==> src/rtl/riscv_defs.sv <==
// ============================================================================
// riscv_defs : shared widths and the data-memory arbiter state encoding.
// Rev 1.0
// ============================================================================
`default_nettype none

package riscv_defs;

  localparam int NB_WORD = 32;
  localparam int NB_ADDR = 32;

  typedef enum logic [1:0] {
    ARB_IDLE   = 2'd0,
    ARB_ACCESS = 2'd1,
    ARB_RESP   = 2'd2
  } arb_state_t;

endpackage

`default_nettype wire

==> src/rtl/dmem_if.sv <==
// ============================================================================
// dmem_if : single-port data memory bus; read data arrives one cycle after
//           the address. Rev 1.0
// ============================================================================
`default_nettype none

interface dmem_if import riscv_defs::*; ();

  logic [NB_ADDR-1:0] dmem_address;
  logic [NB_WORD-1:0] dmem_wr_data;
  logic               dmem_wr_enable;
  logic [NB_WORD-1:0] dmem_rd_data;

  modport cpu (
    output dmem_address,
    output dmem_wr_data,
    output dmem_wr_enable,
    input  dmem_rd_data
  );

  modport mem (
    input  dmem_address,
    input  dmem_wr_data,
    input  dmem_wr_enable,
    output dmem_rd_data
  );

endinterface

`default_nettype wire

==> src/rtl/dmem_arb_picker.sv <==
// ============================================================================
// dmem_arb_picker : combinational two-port winner select. Round-robin when
//                   DMEM_ARB_RR_EN is defined, else port 0 has priority. Rev 1.0
// ============================================================================
`default_nettype none

module dmem_arb_picker (
  input  logic [1:0] i_valid,
  input  logic       i_last_grant,
  output logic       o_winner
);

`ifdef DMEM_ARB_RR_EN
  // On contention favour the port that was not granted last.
  always_comb begin
    o_winner = i_valid[1];
    if (&i_valid) begin
      o_winner = ~i_last_grant;
    end
  end
`else
  logic w_unused_last_grant;
  assign w_unused_last_grant = i_last_grant;
  assign o_winner            = i_valid[1] & ~i_valid[0];
`endif

endmodule

`default_nettype wire

==> src/rtl/dmem_arbiter.sv <==
// ============================================================================
// dmem_arbiter : shares one data memory between the CPU (port 0) and a
//                loader (port 1); fixed 3-cycle IDLE/ACCESS/RESP transaction.
//                Arbitration mode selected by macro DMEM_ARB_RR_EN. Rev 1.0
// ============================================================================
`default_nettype none

module dmem_arbiter import riscv_defs::*; (
  input  logic               i_clock,
  input  logic               i_reset,
  input  logic               i_req0_valid,
  input  logic               i_req0_wr,
  input  logic [NB_ADDR-1:0] i_req0_addr,
  input  logic [NB_WORD-1:0] i_req0_wdata,
  input  logic               i_req1_valid,
  input  logic               i_req1_wr,
  input  logic [NB_ADDR-1:0] i_req1_addr,
  input  logic [NB_WORD-1:0] i_req1_wdata,
  output logic               o_req0_ready,
  output logic               o_req1_ready,
  output logic               o_rsp0_valid,
  output logic               o_rsp1_valid,
  output logic [NB_WORD-1:0] o_rsp_rdata,
  output logic               o_busy,
  dmem_if.cpu                dmem_bus
);

  arb_state_t         r_state;
  arb_state_t         w_next_state;
  logic [NB_ADDR-1:0] r_addr;
  logic [NB_WORD-1:0] r_wdata;
  logic               r_wr;
  logic               r_owner;
  logic               r_last_grant;

  logic [1:0]         w_valid;
  logic               w_winner;
  logic               w_accept;
  logic               w_in_access;
  logic               w_in_resp;

  assign w_valid = {i_req1_valid, i_req0_valid};

  dmem_arb_picker u_picker (
    .i_valid      (w_valid),
    .i_last_grant (r_last_grant),
    .o_winner     (w_winner)
  );

  always_ff @(posedge i_clock) begin
    if (!i_reset) begin
      r_state <= ARB_IDLE;
    end else begin
      r_state <= w_next_state;
    end
  end

  // Ready is withheld while reset is asserted so no accept is ever advertised
  // on a cycle whose edge will discard it.
  always_comb begin
    w_next_state = r_state;
    w_accept     = 1'b0;
    o_req0_ready = 1'b0;
    o_req1_ready = 1'b0;
    case (r_state)
      ARB_IDLE: begin
        if (i_reset && (|w_valid)) begin
          w_accept     = 1'b1;
          o_req0_ready = ~w_winner;
          o_req1_ready = w_winner;
          w_next_state = ARB_ACCESS;
        end
      end
      ARB_ACCESS: w_next_state = ARB_RESP;
      ARB_RESP:   w_next_state = ARB_IDLE;
      default:    w_next_state = ARB_IDLE;
    endcase
  end

  always_ff @(posedge i_clock) begin
    if (!i_reset) begin
      r_addr       <= '0;
      r_wdata      <= '0;
      r_wr         <= 1'b0;
      r_owner      <= 1'b0;
      r_last_grant <= 1'b1;
    end else if (w_accept) begin
      r_addr       <= w_winner ? i_req1_addr  : i_req0_addr;
      r_wdata      <= w_winner ? i_req1_wdata : i_req0_wdata;
      r_wr         <= w_winner ? i_req1_wr    : i_req0_wr;
      r_owner      <= w_winner;
      r_last_grant <= w_winner;
    end
  end

  assign w_in_access = (r_state == ARB_ACCESS);
  assign w_in_resp   = (r_state == ARB_RESP);

  // Write enable is also gated by reset so a store interrupted in its
  // ACCESS cycle never reaches memory.
  assign dmem_bus.dmem_address   = w_in_access ? r_addr  : '0;
  assign dmem_bus.dmem_wr_data   = w_in_access ? r_wdata : '0;
  assign dmem_bus.dmem_wr_enable = w_in_access & r_wr & i_reset;

  assign o_rsp0_valid = w_in_resp & ~r_owner;
  assign o_rsp1_valid = w_in_resp & r_owner;
  assign o_rsp_rdata  = (w_in_resp && !r_wr) ? dmem_bus.dmem_rd_data : '0;
  assign o_busy       = (r_state != ARB_IDLE);

endmodule

`default_nettype wire

==> src/flat_wrapper.sv <==
// flat-port wrapper written by rule: the top's interface ports become plain ports
module dmem_arbiter_flat import riscv_defs::*;
  (i_clock, i_reset, i_req0_valid, i_req0_wr, i_req0_addr, i_req0_wdata, i_req1_valid, i_req1_wr, i_req1_addr, i_req1_wdata, o_req0_ready, o_req1_ready, o_rsp0_valid, o_rsp1_valid, o_rsp_rdata, o_busy, dmem_bus_dmem_address, dmem_bus_dmem_wr_data, dmem_bus_dmem_wr_enable, dmem_bus_dmem_rd_data);
  dmem_if dmem_bus_i ();
  input  logic i_clock;
  input  logic i_reset;
  input  logic i_req0_valid;
  input  logic i_req0_wr;
  input  logic [NB_ADDR-1:0] i_req0_addr;
  input  logic [NB_WORD-1:0] i_req0_wdata;
  input  logic i_req1_valid;
  input  logic i_req1_wr;
  input  logic [NB_ADDR-1:0] i_req1_addr;
  input  logic [NB_WORD-1:0] i_req1_wdata;
  output logic o_req0_ready;
  output logic o_req1_ready;
  output logic o_rsp0_valid;
  output logic o_rsp1_valid;
  output logic [NB_WORD-1:0] o_rsp_rdata;
  output logic o_busy;
  output wire logic [$bits(dmem_bus_i.dmem_address)-1:0] dmem_bus_dmem_address;
  output wire logic [$bits(dmem_bus_i.dmem_wr_data)-1:0] dmem_bus_dmem_wr_data;
  output wire logic [$bits(dmem_bus_i.dmem_wr_enable)-1:0] dmem_bus_dmem_wr_enable;
  input wire logic [$bits(dmem_bus_i.dmem_rd_data)-1:0] dmem_bus_dmem_rd_data;
  assign dmem_bus_dmem_address = dmem_bus_i.dmem_address;
  assign dmem_bus_dmem_wr_data = dmem_bus_i.dmem_wr_data;
  assign dmem_bus_dmem_wr_enable = dmem_bus_i.dmem_wr_enable;
  assign dmem_bus_i.dmem_rd_data = dmem_bus_dmem_rd_data;
  dmem_arbiter u_core (.i_clock(i_clock), .i_reset(i_reset), .i_req0_valid(i_req0_valid), .i_req0_wr(i_req0_wr), .i_req0_addr(i_req0_addr), .i_req0_wdata(i_req0_wdata), .i_req1_valid(i_req1_valid), .i_req1_wr(i_req1_wr), .i_req1_addr(i_req1_addr), .i_req1_wdata(i_req1_wdata), .o_req0_ready(o_req0_ready), .o_req1_ready(o_req1_ready), .o_rsp0_valid(o_rsp0_valid), .o_rsp1_valid(o_rsp1_valid), .o_rsp_rdata(o_rsp_rdata), .o_busy(o_busy), .dmem_bus(dmem_bus_i));
endmodule
==> config.mk <==
export PLATFORM = sky130hd
export DESIGN_NAME = dmem_arbiter_flat
export DESIGN_NICKNAME = d
export VERILOG_FILES = /design/src/rtl/riscv_defs.sv /design/src/rtl/dmem_if.sv /design/src/rtl/dmem_arb_picker.sv /design/src/rtl/dmem_arbiter.sv /design/src/flat_wrapper.sv
export SDC_FILE = /design/constraint.sdc
export NUM_CORES = 1
export LEC_CHECK = 0
export ABC_CLOCK_PERIOD_IN_PS = 1400
export BUFFER_PORTS_ARGS = -buffer_cell sky130_fd_sc_hd__buf_2
export CAP_MARGIN = 20
export CORE_MARGIN = 3
export CORE_UTILIZATION = 30
export CTS_BUF_LIST = sky130_fd_sc_hd__clkbuf_4
export DETAILED_ROUTE_END_ITERATION = 8
export GPL_ROUTABILITY_DRIVEN = 0
export PLACE_DENSITY_LB_ADDON = 0.1
export SETUP_SLACK_MARGIN = 0.02
export SYNTH_ARGS = -nofsm -noshare
export SYNTH_HDL_FRONTEND = slang
export SYNTH_SLANG_ARGS = --single-unit
==> constraint.sdc <==
create_clock -name i_clock -period 1.4 [get_ports i_clock]
set_input_delay 0.42 -clock i_clock [delete_from_list [all_inputs] [get_ports i_clock]]
set_output_delay 0.42 -clock i_clock [all_outputs]
set_load 0.01 [all_outputs]
== Word-level counts from Yosys, hierarchy flattened ==
Cells that the tools add are included.
Storage, ports and cells
  flip-flop bits (word level): 68
  memory bits (read-only): 0
  latch bits: 0
  bits of input ports: 166
  output and inout bits: 102
  bits in writable memories: 0
  memories kept: 0
  logic and storage cells: 36
Operators by class
  shifts and indexed selects: 0
  multiplexer cells: 14
  add/subtract/negate cells: 0
  multipliers: 0
  $lt $le $gt $ge: 0
  reductions and logical operators: 6
  equality and inequality tests: 3
  divide/modulo/power cells: 0
  bitwise gates (word level): 8
Operators with widths (number)
  2-to-1 mux 32 bit: 5
  2-to-1 mux 1 bit: 7
  AND 1 bit: 5
  one-hot mux 2 bit (2 select lines): 1
  NOT 1 bit: 3
  equality test 2 x 1 -> 1 bit, second input constant: 1
  equality test 2 bit, second input constant: 1
  logical AND 1 bit: 2
  logical NOT 2 bit: 1
  2-to-1 mux 2 bit: 1
  != test 2 x 1 -> 1 bit, second input constant: 1
  nonzero test 2 bit: 1
  OR reduction 2 bit: 1
  logical NOT 1 bit: 1

== Longest topological paths before layout ==
Gate-level depths: netlist of run 1.
  depth after elaboration: 5
  mapped depth: 6

== Cells and area by module ==
A second synthesis of run 1 with hierarchy kept.
Second synthesis, totals
  cell total of the unflattened synthesis: 429
  area total of the unflattened synthesis: 3837.4 um2
By module, submodules not included
  dmem_arbiter: instances 1, area an instance 3823.7 um2, sequential area each 1381.3 um2, cells an instance 428
  dmem_arb_picker: instances 1, area an instance 13.8 um2, sequential area each 0.0 um2, cells an instance 1

== Worst setup path after synthesis of run 1 ==
No wires, ideal clock.
  path type: in2out
  from: input port i_req0_valid
  to: output port o_req1_ready
  arrival: 1.223 ns
  path slack: -0.243 ns
  stages: 5
  buffers on the path: 3
  cells stage by stage: nand2b_1 buf_4 buf_12 buf_6 nor3_1
On the way
  word-level cells in the longest chain between the ends: 4
  elaborated cells on any way between the ends: 6
Ends and longest elaborated chain
  start: declaration: RTL line flat_wrapper.sv:7  | input logic i_req0_valid;
  OR reduction 2 bit / NOT 1 bit (equally long branches): RTL line dmem_arbiter.sv:67, dmem_arb_picker.sv:24
  logical AND 1 bit / AND 1 bit (equally long branches): RTL line dmem_arbiter.sv:67, dmem_arb_picker.sv:24
  2-to-1 mux 1 bit *: RTL line dmem_arbiter.sv:67  | if (i_reset && (|w_valid)) begin
  2-to-1 mux 1 bit *: RTL line dmem_arbiter.sv:65  | case (r_state)
  end: declaration: RTL line flat_wrapper.sv:16  | output logic o_req1_ready;
Every way passes the cells marked *; elsewhere a longest branch is shown, timed or not.

== Worst setup path in the final report of run 1 ==
  from: register u_core.r_state[1]
  to: output port dmem_bus_dmem_wr_data[4]
On the way
  word-level cells in the longest chain between the ends: 2
Ends and longest elaborated chain
  start: declaration: RTL line dmem_arbiter.sv:28  | arb_state_t r_state;
  start signal: assignment: RTL line dmem_arbiter.sv:54  | r_state <= w_next_state;
  equality test 2 x 1 -> 1 bit: RTL line dmem_arbiter.sv:96  | assign w_in_access = (r_state == ARB_ACCESS);
  2-to-1 mux 32 bit: RTL line dmem_arbiter.sv:102  | assign dmem_bus.dmem_wr_data = w_in_access ? r_wdata : '0;
  end: declaration: RTL line flat_wrapper.sv:22  | output wire logic [$bits(dmem_bus_i.dmem_wr_data)-1:0] dmem_bus_dmem_wr_data;
Every way passes these cells.

==> summary.md, run 1 <==
| Metric | Value |
|---|---|
| Final ANT Viol Nets | `0` |
| Clock Pin Slew Worst Setup and Hold Paths | `130 ps` |
| Post-synth top area cell | `dfxtp_1` |
| Post-DP HPWL | `8500 um` |
| Final wirelength | `13600 um` |
| Chip Height | `116 um` |
| Period minus WS final | `1960 ps` |
| Max rail drop VDD | `0.349 mV` |
| Std cell rows | `39` |
| Worst skew pair latency | `410 ps` |
| Reg area | `1370 um^2` |
| Violations in the final reports | `setup timing` |
| CTS root buf | `clkbuf_4` |
| Nets | `798` |
| GRT met1 Usage | `19.7%` |
| Die extent in x | `116 um` |
| RSZ-0062 raised after global routing | `true` |
| Vias in the first global route | `3638` |
| Max Cap Viol | `0` |
| Yosys warnings | `0` |
| Clock Power Share | `21.3%` |
| Sequential power share | `44.1%` |
| Hold WC Path Type | `in2reg` |
| Pwr per Cell Area | `749 nW/um^2` |
| Drt pass-1 iters | `4` |
| Die area | `13400 um^2` |
| Crit-path cells | `nor2b_4 -> buf_4 -> buf_12 -> and2_1 -> buf_6` |
| CTS Buffer Depth | `2` |
| Count of cell types in the netlist | `23` |
| Cell with the most instances after synthesis | `and2_1` |
| XOR/XNOR Fraction of Synth Area | `0%` |
| Number of diodes | `0` |
| Slew Viols, Final | `0` |
| Post-route DRC | `0` |
| Starting DRC count in detailed routing | `90` |
| Largest fanout on the critical path | `13` |
| FF-to-FF End | `u_core.r_addr[3]` |
| Part of the power in combinational logic | `34.6%` |
| NetSw | `1.72 mW` |
| Slew headroom | `76.2%` |
| Final setup viols | `168` |
| Worst path max stage delay | `390 ps` |
| I/O pin cnt | `268` |
| CTS tree | `built` |
| Met2 usage | `31.3%` |
| Asr flop ratio synth | `0%` |
| Synth Area in Compound Gates | `19.6%` |
| Slack of the critical path | `-557 ps` |
| Worst hold margin | `273 ps` |
| GRT Overall Usage | `17.0%` |
| First-pass GRT wire length | `17800 um` |
| CP Launch Type | `register` |
| Hold path start | `i_req1_addr[14]` |
| CP arrival | `1540 ps` |
| Grt ovf | `0` |
| Final hold violation count | `0` |
| DR WL/cell | `17.5 um` |
| Clock sink total | `68` |
| FF-to-FF setup slack | `-230 ps` |
| Initial antenna violation count | `0` |
| Crit Path Class | `reg2out` |
| Synth Net Count | `512` |
| Finished Core Util | `59.7%` |
| H-tree levels | `3` |
| Ys flop type | `dfxtp_1` |
| Post-Synth Adder-Cell Area | `0%` |
| CP delay by family, top | `buffers and inverters` |
| GRT met3 Usage | `4.28%` |
| Synth top area share | `37.6%` |
| Vias | `3679` |
| # fillers | `966` |
| Most frequent cells after synthesis | `and2_1 (97), dfxtp_1 (68), mux2i_1 (65)` |
| Largest net degree at the start of global routing | `35` |
| Switching part of the total | `33.0%` |
| Multi-input gate area | `2910 um^2` |
| Cell count after synthesis | `346` |
| Syn Area/Cell | `10.5 um^2` |
| Final Skew | `16.5 ps` |
| Dpl ws | `-97.5 ps` |
| # placed instances | `742` |
| Final critical-path share of the clock period | `140%` |
| Mean number of vias per cell | `4.72` |
| CP Buf/Inv Count | `3` |
| Main combinational cell family by area after synthesis | `compound AO/OA/AOI/OAI gates` |
| Internal | `3.48 mW` |
| Post-Syn Area | `3620 um^2` |
| Final Non-Filler Cells | `779` |
| Sequential-to-total area share from yosys stat | `37.6%` |
| Worst Setup SP | `u_core.r_state[1]` |
| Area contributors post-synth | `dfxtp_1 (38%), mux2i_1 (18%), and2_1 (17%)` |
| CORE AREA | `11600 um^2` |
| CTS buffer count | `9` |
| Slowest CP cell | `dfxtp_4` |
| Multiplexer share of the synthesized area | `18.0%` |
| Hold path endpoint | `u_core.r_addr[14]` |
| Seq cells post-synth | `68` |
| Worst-case reg-to-reg path depth | `9` |
| Peak Freq | `0.511 GHz` |
| Total power | `5.19 mW` |
| Worst Tran Pin Value | `346 ps` |
| Hold Buf Count CTS | `0` |
| Initial Utilization | `31.1%` |
| Ratio of cells with drive above 1 in the final layout | `72.2%` |
| Hold Path Stages | `3` |
| Gr busiest metal | `met2` |
| CP endpoint kind | `primary output` |
| Leakage | `3.47 nW` |
| Syn-to-layout area delta | `91.6%` |
| Simple logic cell fraction of the synthesized area | `18.6%` |
| Reg2Reg Launch Point | `u_core.r_state[1]` |
| Status | `complete, but fails checks` |
| # port buffers | `267` |
| Critical path required time | `980 ps` |
| Post-synth EDFFs | `0` |
==> power groups by stage <==
stage / clock network [mW] / registers [mW] / logic (mW)
floorplan: 0 / 2.25 / 0.683
global placement: 0 / 2.27 / 1.14
detailed placement: 0 / 2.27 / 1.16
CTS: 1.16 / 2.24 / 1.44
global route: 1.24 / 2.32 / 1.92
finish: 1.11 / 2.29 / 1.79
==> cell families after synthesis <==
family	Yosys count
simple gates	109
buf+inv	36
mux	65
compound gates	68
flops	68
==> tightest hold or removal path: cells and delay by family <==
family | cells | cell delay (ps)
mux | 1 | 70
buf+inv | 1 | 70
compound gates | 1 | 100
==> how the worst max path moves through the flow <==
stage,to,slack (ps),depth (start not counted)
5_1_grt,dmem_bus_dmem_address[14],-630,5
4_1_cts,o_rsp_rdata[8],-570,6
2_1_floorplan,o_req1_ready,-120,5
3_3_place_gp,o_rsp_rdata[31],-70,5
6_report,dmem_bus_dmem_wr_data[4],-560,5
3_5_place_dp,o_rsp_rdata[4],-100,5
==> flip-flops by register name, indices dropped and copies added (netlist names) <==
name,flops
u_core.r_addr,32
u_core.r_owner,1
u_core.r_wdata,32
u_core.r_state,2
u_core.r_wr,1
==> placed cells by master (no fill, tap or decap), types with 2 or more instances in the layout <==
| master | Yosys | final |
|---|---|---|
| inv_2 | 0 | 2 |
| buf_12 | 1 | 11 |
| buf_8 | 0 | 5 |
| clkinvlp_4 | 0 | 3 |
| buf_6 | 5 | 62 |
| clkbuf_16 | 0 | 6 |
| o2bb2ai_4 | 0 | 30 |
| clkinv_2 | 0 | 2 |
| and3_4 | 0 | 2 |
| dfxtp_1 | 68 | 66 |
| mux2i_1 | 65 | 65 |
| nor2_4 | 0 | 3 |
| o2bb2ai_2 | 19 | 35 |
| clkbuf_4 | 1 | 9 |
| buf_16 | 0 | 3 |
| inv_1 | 4 | 2 |
| and2_4 | 0 | 57 |
| nand2b_4 | 0 | 2 |
| and2_1 | 97 | 40 |
| buf_4 | 4 | 11 |
| buf_2 | 9 | 209 |
==> per-layer routing <==
layer	vias up	wire length (um)
met5	-	0
met4	0	197
met3	13	926
met2	150	7150
met1	1713	5330
li1	1803	-
==> area by class of cell <==
class                   count  area share (%)
inverters                   4           0.217
repair buffers            307            34.0
multi-input cells         242            41.9
flip-flops and latches     68            19.7
clock inverters             6           0.596
well taps                 143            2.58
clock buffers               9           0.975
==> per-stage QoR <==
stage	setup TNS, ps	instance area [um^2]
after floorplan	-121	3770
after global placement	-4160	5280
after detailed placement	-6930	5280
after CTS	-58760	6010
after global routing	-76610	6930
final	-62980	6930
==> repair_timing <==
| action | 4_1_cts | 5_1_grt |
|---|---|---|
| pin swaps | 8 | 69 |
| gates resized for setup | 79 | 135 |
| setup endpoints to repair | 134 | 168 |
| setup buffers | 8 | 3 |
| gates cloned | 8 | 7 |
Note: power is estimated with default switching activity, not from simulation.
==> run 2, diff against run 1 <==
--- a/config.mk
+++ b/config.mk
@@ -6,12 +6,12 @@
 export NUM_CORES = 1
 export LEC_CHECK = 0
 export ABC_CLOCK_PERIOD_IN_PS = 1400
-export BUFFER_PORTS_ARGS = -buffer_cell sky130_fd_sc_hd__buf_2
 export CAP_MARGIN = 20
 export CORE_MARGIN = 3
 export CORE_UTILIZATION = 30
 export CTS_BUF_LIST = sky130_fd_sc_hd__clkbuf_4
 export DETAILED_ROUTE_END_ITERATION = 8
+export DONT_BUFFER_PORTS = 1
 export GPL_ROUTABILITY_DRIVEN = 0
 export PLACE_DENSITY_LB_ADDON = 0.1
 export SETUP_SLACK_MARGIN = 0.02
==> run 2 against run 1 <==
The flow still finishes with violations (setup timing). Register-to-register slack better by 290 ps. Worst setup slack better by 120 ps. Combinational power is 44% lower. Via count is 29% lower. Power is 15% lower. Critical path depth is 1 lower. Critical path type unchanged. Largest power group unchanged.
==> summary.md, run 2 (synthesized netlist as in run 1, its figures left out) <==
| Metric | Value |
|---|---|
| Total power | `4.39 mW` |
| Final Skew | `23.2 ps` |
| Met2 usage | `23.6%` |
| Worst skew pair latency | `420 ps` |
| Worst Setup SP | `u_core.r_state[1]` |
| H-tree levels | `3` |
| Clock sink total | `68` |
| First-pass GRT wire length | `14300 um` |
| Critical path required time | `980 ps` |
| Crit-path cells | `nor2b_4 -> buf_6 -> clkbuf_16 -> and2_4` |
| Most common cell after layout, fill and taps aside | `and2_4` |
| Initial antenna violation count | `0` |
| Reg area | `1370 um^2` |
| Hold Buf Count CTS | `0` |
| Worst-case reg-to-reg path depth | `6` |
| Mean number of vias per cell | `5.24` |
| Commonest non-fill, non-tap cells in the layout | `and2_4 (93), mux2i_1 (65), dfxtp_1 (65)` |
| Pwr per Cell Area | `996 nW/um^2` |
| Clock Pin Slew Worst Setup and Hold Paths | `120 ps` |
| Grt ovf | `0` |
| Chip Height | `116 um` |
| Syn-to-layout area delta | `21.8%` |
| Largest fanout on the critical path | `9` |
| CTS buffer count | `9` |
| CTS root buf | `clkbuf_4` |
| DR WL/cell | `21.3 um` |
| Drt pass-1 iters | `4` |
| FF-to-FF End | `u_core.r_wdata[20]` |
| Max Cap Viol | `0` |
| # placed instances | `472` |
| Ratio of cells with drive above 1 in the final layout | `46.9%` |
| Nets | `515` |
| Largest regs | `u_core.r_addr x32, u_core.r_wdata x32, u_core.r_state x2` |
| CP endpoint kind | `primary output` |
| Post-route DRC | `0` |
| GRT met1 Usage | `17.2%` |
| CORE AREA | `11600 um^2` |
| Number of diodes | `0` |
| Final hold violation count | `0` |
| Vias in the first global route | `2557` |
| Final critical-path share of the clock period | `131%` |
| RSZ-0062 raised after global routing | `true` |
| Status | `complete, but fails checks` |
| Die area | `13400 um^2` |
| Gr busiest metal | `met2` |
| Worst path max stage delay | `390 ps` |
| CTS Buffer Depth | `2` |
| Multi-input gate area | `2330 um^2` |
| Post-DP HPWL | `7350 um` |
| CP Launch Type | `register` |
| Crit Path Class | `reg2out` |
| Max rail drop VDD | `0.296 mV` |
| Die extent in x | `116 um` |
| FF-to-FF setup slack | `60 ps` |
| Slew Viols, Final | `0` |
| Slowest CP cell | `dfxtp_4` |
| Std cell rows | `39` |
| Reg2Reg Launch Point | `u_core.r_state[0]` |
| Crit path to | `dmem_bus_dmem_address[24]` |
| # fillers | `1135` |
| Worst Tran Pin Value | `327 ps` |
| Final Non-Filler Cells | `497` |
| Peak Freq | `0.545 GHz` |
| # port buffers | `0` |
| CP arrival | `1410 ps` |
| Starting DRC count in detailed routing | `122` |
| Initial Utilization | `31.1%` |
| Vias | `2603` |
| CTS tree | `built` |
| Period minus WS final | `1830 ps` |
| Leakage | `1.97 nW` |
| Largest net degree at the start of global routing | `40` |
| Hold WC Path Type | `in2reg` |
| Final ANT Viol Nets | `0` |
| GRT met3 Usage | `4.28%` |
| I/O pin cnt | `268` |
| Slack of the critical path | `-435 ps` |
| Violations in the final reports | `setup timing` |
| GRT Overall Usage | `14.1%` |
| Slew headroom | `78.2%` |
| Final wirelength | `10600 um` |
| Final setup viols | `102` |
## run 2: cell types whose count changed in the layout (fill, tap and decap cells not counted), moves of 30 or more
cell	change
o2bb2ai_1	+46
buf_2	-209
and2_4	+36
and2_1	-36
buf_6	-60
o2bb2ai_4	-30
## run 2: metal layers
| metal | vias to the layer above | share of wire (%) |
|---|---|---|
| li1 | 1232 | - |
| met2 | 141 | 50 |
| met5 | - | 0 |
| met4 | 0 | 1.3 |
| met1 | 1219 | 40 |
| met3 | 11 | 8.7 |
## run 2: how the worst min path moves through the flow
| stage | from | to | slack [ps] | cells past startpoint |
|---|---|---|---|---|
| after floorplan | u_core.r_addr[31] | u_core.r_addr[31] | 420 | 1 |
| after global placement | u_core.r_wdata[8] | u_core.r_wdata[8] | 440 | 1 |
| after detailed placement | u_core.r_wdata[10] | u_core.r_wdata[10] | 440 | 1 |
| after CTS | i_req0_valid | u_core.r_owner | 40 | 1 |
| after global routing | i_req0_valid | u_core.r_owner | 30 | 1 |
| final | i_req0_valid | u_core.r_owner | 80 | 1 |
## run 2: worst max-delay path: cells and delay by family, from the launching register on
kind / cells / cell delay (ps)
flops: 1 / 390
simple gates: 2 / 340
buf+inv: 2 / 300
## run 2: final cells by class
cell class / count / area share, %
multi-input cells: 242 / 52.9
flip-flops and latches: 68 / 31.0
repair buffers: 24 / 8.92
well taps: 143 / 4.06
clock buffers: 9 / 1.53
clock inverters: 7 / 1.16
inverters: 4 / 0.341
## run 2: metrics by stage
| stage | utilization, % | setup WS (ps) | TNS, ps | hold WS, ps | instance area [um^2] |
|---|---|---|---|---|---|
| 6_report | 37.9 | -435 | -41240 | 80.8 | 4410 |
| 5_1_grt | 37.9 | -518 | -49880 | 30.9 | 4410 |
| 4_1_cts | 36.7 | -485 | -45030 | 40.9 | 4260 |
| 3_5_place_dp | 33.5 | -41.2 | -317 | 441 | 3900 |
| 3_3_place_gp | 33.5 | -34.7 | -196 | 436 | 3900 |
| 2_1_floorplan | - | -121 | -121 | 424 | 3770 |
## run 2: power by group
part,total [mW],internal (mW),switching [mW]
Sequential,2.24,2.12,0.116
Combinational,1.01,0.507,0.499
Clock,1.14,0.370,0.773
Total,4.39,3.00,1.39
## run 2: repair_timing
| item | 4_1_cts | 5_1_grt |
|---|---|---|
| gates resized for setup | 57 | 23 |
| gates cloned | 2 | 3 |
| setup endpoints to repair | 102 | 114 |
| endpoints found under the hold margin | 0 | 0 |
| pin swaps | 15 | 12 |
| setup buffers | 3 | 1 |
